[src/rtl/pipeline_pkg.sv]
// Shared pipeline types for the memory stage: EX/MEM and MEM/WB bundles,
// result-select and access-width encodings, and the bus FSM states.
package pipeline_pkg;

   localparam int XLEN = 32;

   localparam logic [1:0] RES_ALU = 2'b00;
   localparam logic [1:0] RES_MEM = 2'b01;
   localparam logic [1:0] RES_PC4 = 2'b10;
   localparam logic [1:0] RES_IMM = 2'b11;

   localparam logic [2:0] F3_B  = 3'b000;
   localparam logic [2:0] F3_H  = 3'b001;
   localparam logic [2:0] F3_W  = 3'b010;
   localparam logic [2:0] F3_BU = 3'b100;
   localparam logic [2:0] F3_HU = 3'b101;

   typedef struct packed {
      logic            RegWrite;
      logic [1:0]      ResultSrc;
      logic            MemWrite;
      logic [2:0]      funct3;
      logic [XLEN-1:0] ALUResult;
      logic [XLEN-1:0] WriteData;
      logic [XLEN-1:0] PCPlus4;
      logic [4:0]      Rd;
      logic [XLEN-1:0] ImmExt;
   } exmem_t;

   typedef struct packed {
      logic            RegWrite;
      logic [1:0]      ResultSrc;
      logic [XLEN-1:0] ALUResult;
      logic [XLEN-1:0] ReadData;
      logic [XLEN-1:0] PCPlus4;
      logic [4:0]      Rd;
      logic [XLEN-1:0] ImmExt;
   } memwb_t;

   typedef enum logic [1:0] {
      IDLE,
      REQ,
      RESP
   } mem_state_t;

endpackage

[src/rtl/mem_stage_lsu_align.sv]
// Byte-lane steering for stores, byte/halfword extraction with sign/zero
// extension for loads, and detection of misaligned or illegal encodings.
module lsu_align
   import pipeline_pkg::*;
(
   input  logic [2:0]      funct3,
   input  logic [1:0]      addr_lo,
   input  logic            is_store,
   input  logic [XLEN-1:0] write_data,
   input  logic [XLEN-1:0] rdata,
   output logic [3:0]      wstrb,
   output logic [XLEN-1:0] wdata,
   output logic [XLEN-1:0] load_value,
   output logic            bad
);

   logic [XLEN-1:0] rdata_shifted;

   // Bring the addressed byte/halfword down to bit 0 before extending it.
   assign rdata_shifted = rdata >> {addr_lo, 3'b000};

   always_comb begin
      wstrb      = 4'b0000;
      wdata      = write_data;
      load_value = '0;
      bad        = 1'b0;
      case (funct3)
         F3_B: begin
            wstrb      = 4'b0001 << addr_lo;
            wdata      = {4{write_data[7:0]}};
            load_value = {{24{rdata_shifted[7]}}, rdata_shifted[7:0]};
         end
         F3_H: begin
            wstrb      = 4'b0011 << addr_lo;
            wdata      = {2{write_data[15:0]}};
            load_value = {{16{rdata_shifted[15]}}, rdata_shifted[15:0]};
            bad        = addr_lo[0];
         end
         F3_W: begin
            wstrb      = 4'b1111;
            load_value = rdata;
            bad        = |addr_lo;
         end
         F3_BU: begin
            load_value = {24'b0, rdata_shifted[7:0]};
            bad        = is_store;
         end
         F3_HU: begin
            load_value = {16'b0, rdata_shifted[15:0]};
            bad        = is_store | addr_lo[0];
         end
         default: bad = 1'b1;
      endcase
   end

endmodule

[src/rtl/mem_stage.sv]
// Memory-access pipeline stage: drives the data-memory valid/grant/rvalid
// handshake, stalls the pipeline while an access is outstanding.
module mem_stage
   import pipeline_pkg::*;
(
   input  logic            clk,
   input  logic            reset,
   input  exmem_t          inputs,
   output memwb_t          outputs,
   output logic            StallM,
   output logic            MisalignM,
   output logic            mem_req,
   output logic            mem_we,
   output logic [XLEN-1:0] mem_addr,
   output logic [3:0]      mem_wstrb,
   output logic [XLEN-1:0] mem_wdata,
   input  logic            mem_gnt,
   input  logic            mem_rvalid,
   input  logic [XLEN-1:0] mem_rdata
);

   mem_state_t      state;
   logic            is_load, is_store, is_access, bad, legal, complete;
   logic [XLEN-1:0] load_value, read_data_q;

   assign is_load   = inputs.RegWrite & (inputs.ResultSrc == RES_MEM);
   assign is_store  = inputs.MemWrite;
   assign is_access = is_load | is_store;
   assign legal     = is_access & ~bad;

   lsu_align u_align (
      .funct3     (inputs.funct3),
      .addr_lo    (inputs.ALUResult[1:0]),
      .is_store   (is_store),
      .write_data (inputs.WriteData),
      .rdata      (mem_rdata),
      .wstrb      (mem_wstrb),
      .wdata      (mem_wdata),
      .load_value (load_value),
      .bad        (bad)
   );

   always_comb begin
      complete = 1'b0;
      case (state)
         IDLE:    complete = is_store & mem_gnt;
         REQ:     complete = is_store & mem_gnt;
         RESP:    complete = mem_rvalid;
         default: complete = 1'b0;
      endcase
   end

   // Inputs are frozen by StallM while in REQ/RESP, so the access type seen
   // there is still the one that launched the request.
   always_ff @(posedge clk) begin
      if (reset) begin
         state       <= IDLE;
         read_data_q <= '0;
      end else begin
         case (state)
            IDLE: begin
               if (legal && mem_gnt && is_load)
                  state <= RESP;
               else if (legal && !mem_gnt)
                  state <= REQ;
            end
            REQ: begin
               if (mem_gnt)
                  state <= is_store ? IDLE : RESP;
            end
            RESP: begin
               if (mem_rvalid) begin
                  state       <= IDLE;
                  read_data_q <= load_value;
               end
            end
            default: state <= IDLE;
         endcase
      end
   end

   assign mem_req   = ~reset & (((state == IDLE) & legal) | (state == REQ));
   assign mem_we    = is_store;
   assign mem_addr  = {inputs.ALUResult[XLEN-1:2], 2'b00};
   assign StallM    = ~reset & legal & ~complete;
   assign MisalignM = ~reset & is_access & bad;

   always_comb begin
      outputs           = '0;
      outputs.RegWrite  = inputs.RegWrite & ~(is_access & bad);
      outputs.ResultSrc = inputs.ResultSrc;
      outputs.ALUResult = inputs.ALUResult;
      outputs.PCPlus4   = inputs.PCPlus4;
      outputs.Rd        = inputs.Rd;
      outputs.ImmExt    = inputs.ImmExt;
      if ((state == RESP) && mem_rvalid)
         outputs.ReadData = load_value;
      else if (is_load && legal)
         outputs.ReadData = read_data_q;
      else
         outputs.ReadData = '0;
   end

endmodule

[config.mk]
export PLATFORM = sky130hd
export DESIGN_NAME = mem_stage
export DESIGN_NICKNAME = d
export VERILOG_FILES = /design/src/rtl/pipeline_pkg.sv /design/src/rtl/mem_stage_lsu_align.sv /design/src/rtl/mem_stage.sv
export SDC_FILE = /design/constraint.sdc
export NUM_CORES = 1
export LEC_CHECK = 0
export CORE_AREA = 8 8 144 146
export DETAILED_ROUTE_END_ITERATION = 12
export DIE_AREA = 0 0 152 154
export HOLD_SLACK_MARGIN = 0.05
export PLACE_DENSITY = 0.66
export SYNTH_ARGS = -nofsm -noshare
export SYNTH_HDL_FRONTEND = slang
export SYNTH_HIERARCHICAL = 1
export SYNTH_SLANG_ARGS = --single-unit
export TNS_END_PERCENT = 1
[constraint.sdc]
create_clock -name clk -period 4.1 [get_ports clk]
set_input_delay 1.025 -clock clk [delete_from_list [all_inputs] [get_ports clk]]
set_output_delay 1.025 -clock clk [all_outputs]
set_load 0.1 [all_outputs]
==> results.yml, run 1 <==
status:
  status: "finished, final reports clean"
floorplanning:
  die-width_um: 152
  io-pin-count: 384
  dieArea_um2: 23400
  starting_density_of_the_core_pct: 21.4
  die-height_um: 154
  placeableCoreArea_um2: 18500
  rows: 50
drt:
  avgViaCountPerCell: 4.61
  drt-pass1-iter-count: 4
  finalWirelength_um: 16600
  ant_nets: 0
  vias: 3668
  route.detailed.wl_per_inst_um: 20.9
  drt-initial-drc-count: 144
  drc: 0
critical_path:
  cp-end-kind: "output pin"
  startpoint: "inputs[101]"
  worstReg2RegStart: "state[1]$_SDFFE_PP0P_"
  worst-setup-path-type: "input pin to output pin"
  cp-start-kind: "input pin"
  critical_path_peak_fanout: 6
  cpPeakStageDelay_ps: 510
  cp.required_ps: 3070
  reg2reg_to: "read_data_q[26]$_SDFFE_PP0P_"
  crit_chain: "dlygate4sd2_1, buf_6, mux2i_1, mux4_2, nor3_4, buf_4, a21o_1, a22o_1, buf_12"
  cp_data_arrival_time_ps: 3020
  regToRegSetupSlack_ps: 2680
  crit_path_end: "outputs[100]"
  crit_slowest_cell: "sky130_fd_sc_hd__mux4_2"
  rr_worst_depth: 4
clocking:
  cts_tree: "built"
  cts.root.buffer_cell: "sky130_fd_sc_hd__clkbuf_16"
  cts.reportedPaths.clkPinSlew_ps: 60
  max-clock-path-buffers: 2
  cts_max_level: 2
  cts.sinks: 34
  cts-buffers-inserted: 5
  clk_latency_ps: 280
logic_synthesis:
  synth_top_cells_by_area: "sky130_fd_sc_hd__buf_4, sky130_fd_sc_hd__dfxtp_1, sky130_fd_sc_hd__nand2_1"
  ys.warnings.count: 6
  synth_edf_count: 0
  number_of_instances_in_the_synthesized_netlist: 536
  synth_top_area_cell: "sky130_fd_sc_hd__buf_4"
  netlist.area_leader.share_pct: 27.6
  synthesis.area_um2: 3950
  synth-main-ff-cell: "sky130_fd_sc_hd__dfxtp_1"
  synth_sequential_area_ratio_pct: 17.2
  yosys.cell_types.count: 39
  ys_ff_latch: 34
  syn-mean-instance-area_um2: 7.37
  ys_async_sr_fraction_pct: 0
timing:
  achievable-frequency_ghz: 0.247
  timing.clock.skew_ps: 5.33
  final.period_utilization_pct: 98.8
  timing.final.crit_period_ps: 4050
  finalHoldViolCount: 0
  hold_ws_ps: 456
  slew_viol_final: 0
  grt_setup_unrepaired: "yes"
  setup-violations-final: 0
place:
  routabilityCongestion: 0.841
  postPlaceCellArea_um2: 5500
  placed_cell_count: 785
  dp_hpwl_um: 13800
  buffer_ports.inserted: 153
cells_and_area:
  layout.cell_area.non_filler_um2: 5740
  mostFrequentLayoutCells: "sky130_fd_sc_hd__nand2_1, sky130_fd_sc_hd__clkdlybuf4s50_1, sky130_fd_sc_hd__buf_12"
  drive_above_1_share_pct: 28.7
  final_cell_count_no_fill: 795
  area_delta_synth_final_pct: 45.4
  num-nets-final: 736
  layout.cells.most_common: "sky130_fd_sc_hd__nand2_1"
  num_antenna_cells: 0
grt:
  grt_max_degree: 37
  grtUsageTotal_pct: 13.5
  vias_in_the_first_global_route: 3717
  grt_antenna_before_repair: 1
  grt_pass1_wl_um: 24400
  global_route.overflow_total: 0
power:
  power.static_leakage_nw: 2.37
  ir_worst_vdd_mv: 0.216
  power.density_cell_area_nw_per_um2: 252
  design_power_total_mw: 1.45
flow_run:
  cap_violations: 0
min_path:
  holdCritPathClass: "flop to flop"
[timing repair]
action                                  CTS  global route
hold buffers                              0             0
resized for setup                         4            15
pin swaps                                 0             2
gates cloned                              0             1
endpoints found under the setup margin   22            32
setup buffers                             0             1
[layer usage]
metal / track usage [%] / share of wire (%) / wire [um] / vias to the layer above
li1: - / - / - / 1730
met1: 15.4 / 40 / 6650 / 1692
met2: 21.8 / 46 / 7720 / 186
met4: 6.14 / 3.9 / 652 / 2
met3: 5.66 / 9.5 / 1570 / 58
met5: 0.432 / 0.054 / 9 / -
[through the flow]
step	setup WS, ps	utilization, %	setup TNS (ps)
floorplan	-882	-	-6450
global placement	-77.4	29.8	-1090
detailed placement	-77.2	29.8	-993
CTS	5.35	30.8	0
global route	-49.4	31.1	-419
finish	50.3	31.1	0
[final cells by class]
type                    instances  area, um^2
fillers                      1920       12700
repair buffers                195        2540
multi-input cells             322        2050
flip-flops and latches         34         681
well taps                     234         293
clock buffers                   5         125
clock inverters                 3        45.0
inverters                       2        7.51
[registers in the layout (all words and copies together), names as in the netlist]
register     cells
read_data_q     32
state            2
[Yosys cell counts, types with 7 or more instances]
| master | count |
|---|---|
| sky130_fd_sc_hd__buf_4 | 145 |
| sky130_fd_sc_hd__mux2_2 | 16 |
| sky130_fd_sc_hd__nor2_1 | 27 |
| sky130_fd_sc_hd__buf_2 | 13 |
| sky130_fd_sc_hd__o21ai_0 | 15 |
| sky130_fd_sc_hd__o211ai_1 | 7 |
| sky130_fd_sc_hd__a21oi_1 | 54 |
| sky130_fd_sc_hd__a21o_1 | 16 |
| sky130_fd_sc_hd__nand2_1 | 85 |
| sky130_fd_sc_hd__clkbuf_1 | 16 |
| sky130_fd_sc_hd__and2_1 | 7 |
| sky130_fd_sc_hd__mux2i_1 | 25 |
| sky130_fd_sc_hd__dfxtp_1 | 34 |
| sky130_fd_sc_hd__a22o_1 | 34 |
[power by group]
part | total [mW] | internal (mW) | switching (mW)
Clock | 0.446 | 0.287 | 0.159
Sequential | 0.334 | 0.332 | 0.00179
Combinational | 0.669 | 0.257 | 0.412
Total | 1.45 | 0.877 | 0.573
[worst max-delay path, delay by kind of cell]
family | cells | cell delay, ps
buffers and inverters | 4 | 720
and+or+nand+nor | 1 | 270
muxes | 2 | 640
AOI/OAI and AO/OA | 2 | 360
[kinds of logic (layout without fill, tap and decap cells)]
family,Yosys count,in the layout,synth area share (%)
AO/OA/AOI/OAI,132,132,21.8
buffers and inverters,181,205,32.3
AND/OR/NAND/NOR,146,146,17.0
multiplexers,42,42,11.5
other,1,2,0.0949
flip-flops,34,34,17.2
[worst min path at each step]
stage	start	depth (start not counted)	to	slack (ps)
final	read_data_q[15]$_SDFFE_PP0P_	2	read_data_q[15]$_SDFFE_PP0P_	460
after global routing	read_data_q[13]$_SDFFE_PP0P_	2	read_data_q[13]$_SDFFE_PP0P_	460
after CTS	read_data_q[12]$_SDFFE_PP0P_	2	read_data_q[12]$_SDFFE_PP0P_	450
after detailed placement	read_data_q[12]$_SDFFE_PP0P_	2	read_data_q[12]$_SDFFE_PP0P_	450
after global placement	read_data_q[15]$_SDFFE_PP0P_	2	read_data_q[15]$_SDFFE_PP0P_	440
after floorplan	read_data_q[0]$_SDFFE_PP0P_	2	read_data_q[0]$_SDFFE_PP0P_	440
No activity file was read; power rests on OpenSTA's default activity.
==> run 2, diff against run 1 <==
- clock period: 4.1 -> 5.07 ns (I/O delays scaled with it)
==> run 2 against run 1 <==
Clock skew up 1.8 ps. Via count down 1.7%. Highest routed layer unchanged. Non-clock buffer count down 21. Critical path depth unchanged. Routed wire length down 2.0%. Sequential power down 19%. Critical path type unchanged.
==> results.yml, run 2 (synthesis results as in run 1) <==
status:
  status: "finished, final reports clean"
grt:
  grt_antenna_before_repair: 4
  grt_max_degree: 39
  grt_pass1_wl_um: 24000
  grtUsageTotal_pct: 13.2
  global_route.overflow_total: 0
  vias_in_the_first_global_route: 3707
cells_and_area:
  final_cell_count_no_fill: 774
  layout.cell_area.non_filler_um2: 5510
  mostFrequentLayoutCells: "sky130_fd_sc_hd__nand2_1, sky130_fd_sc_hd__clkdlybuf4s50_1, sky130_fd_sc_hd__buf_12"
  reg.largest.list: "read_data_q (32), state (2)"
  layout.filler_cells: 1926
  num-nets-final: 715
  largest_register_ffs: 32
  num_antenna_cells: 0
  drive_above_1_share_pct: 24.4
  area_delta_synth_final_pct: 39.4
  layout.cells.most_common: "sky130_fd_sc_hd__nand2_1"
  registers.top_by_ff_count: "read_data_q"
clocking:
  cts_post_setup_buffers_inserted: 0
  postCtsResizedCells: 0
  cts-buffers-inserted: 5
  cts.root.buffer_cell: "sky130_fd_sc_hd__clkbuf_16"
  cts.reportedPaths.clkPinSlew_ps: 60
  max-clock-path-buffers: 2
  clk_latency_ps: 280
  cts.sinks: 34
  postCtsHoldBufs: 0
  cts_max_level: 2
  cts_tree: "built"
drt:
  avgViaCountPerCell: 4.66
  route.detailed.wl_per_inst_um: 21.0
  drt-initial-drc-count: 191
  ant_nets: 0
  finalWirelength_um: 16300
  drt-pass1-iter-count: 5
  vias: 3605
  drc: 0
critical_path:
  rr_worst_depth: 4
  reg2reg_to: "read_data_q[2]$_SDFFE_PP0P_"
  cp-end-kind: "output pin"
  cp-start-kind: "input pin"
  crit_path_end: "outputs[87]"
  worstReg2RegStart: "state[1]$_SDFFE_PP0P_"
  cp_data_arrival_time_ps: 3520
  critical_path_peak_fanout: 25
  cp.required_ps: 3800
  regToRegSetupSlack_ps: 3700
  worst-setup-path-type: "input pin to output pin"
  startpoint: "inputs[101]"
timing:
  slew_viol_final: 0
  setup-violations-final: 0
  timing.clock.skew_ps: 7.12
  worst_slew_pin_slew_ps: 589
  timing.final.crit_period_ps: 4790
  finalHoldViolCount: 0
  grt_setup_unrepaired: "no"
  timing.slew.headroom_pct: 60.5
  achievable-frequency_ghz: 0.209
  final.period_utilization_pct: 94.4
power:
  ir_worst_vdd_mv: 0.145
  power.static_leakage_nw: 2.20
  power.combinational.fraction_pct: 43.5
  power.clock.fraction_pct: 34.0
  design_power_total_mw: 1.20
  power.density_cell_area_nw_per_um2: 218
  p_switching_mw: 0.454
  sw_share_pct: 37.9
  p_int_mw: 0.745
  power.sequential.fraction_pct: 22.5
floorplanning:
  starting_density_of_the_core_pct: 21.4
  io-pin-count: 384
  die-height_um: 154
  rows: 50
  dieArea_um2: 23400
  die-width_um: 152
  placeableCoreArea_um2: 18500
place:
  routabilityCongestion: 0.832
  buffer_ports.inserted: 153
  postPlaceCellArea_um2: 5310
  dp_hpwl_um: 13500
  placed_cell_count: 766
flow_run:
  cap_violations: 0
min_path:
  holdCritPathClass: "flop to flop"
  timing.hold.worst_path_depth: 2
  min_from: "read_data_q[4]$_SDFFE_PP0P_"
-- run 2: per-stage QoR --
step                setup slack (ps)  TNS (ps)  hold slack (ps)  util (%)
floorplan                       -398      -919              436         -
global placement                 305         0              441      28.8
detailed placement               282         0              446      28.8
CTS                              273         0              455      29.8
global route                     194         0              473      29.8
finish                           285         0              453      29.8
-- run 2: power groups by stage --
stage | clock network (mW) | registers, mW | logic, mW
floorplan | 0 | 0.275 | 0.794
global placement | 0 | 0.276 | 0.519
detailed placement | 0 | 0.276 | 0.522
CTS | 0.417 | 0.270 | 0.523
global route | 0.426 | 0.270 | 0.542
finish | 0.407 | 0.270 | 0.521
-- run 2: worst min-delay path by stage --
stage and to:
2_1_floorplan read_data_q[0]$_SDFFE_PP0P_, 3_3_place_gp read_data_q[18]$_SDFFE_PP0P_, 3_5_place_dp read_data_q[18]$_SDFFE_PP0P_, 4_1_cts read_data_q[14]$_SDFFE_PP0P_, 5_1_grt read_data_q[8]$_SDFFE_PP0P_, 6_report read_data_q[4]$_SDFFE_PP0P_
-- run 2: area by class of cell --
| class | count | area [um^2] | area share, % |
|---|---|---|---|
| Clock buffer | 5 | 125 | 2.27 |
| Clock inverter | 3 | 68.8 | 1.25 |
| Inverter | 2 | 7.51 | 0.136 |
| Multi-Input combinational cell | 322 | 2010 | 36.5 |
| Sequential cell | 34 | 681 | 12.4 |
| Tap cell | 234 | 293 | 5.32 |
| Timing Repair Buffer | 174 | 2320 | 42.2 |
-- run 2: critical path: stages --
cell                              delay (ps)
sky130_fd_sc_hd__clkdlybuf4s50_1         500
sky130_fd_sc_hd__buf_12                  200
sky130_fd_sc_hd__mux2i_1                 110
sky130_fd_sc_hd__mux4_2                  510
sky130_fd_sc_hd__nor3_4                  120
sky130_fd_sc_hd__buf_4                   240
sky130_fd_sc_hd__a21o_1                  140
sky130_fd_sc_hd__a22o_1                  200
sky130_fd_sc_hd__buf_12                  190
-- run 2: metal layers --
layer,vias to the layer above,routed length [um],GRT usage [%]
met1,1614,6320,14.5
met5,-,46,0
met2,207,7480,21.7
met3,81,1640,5.80
met4,8,772,6.33
li1,1695,-,-
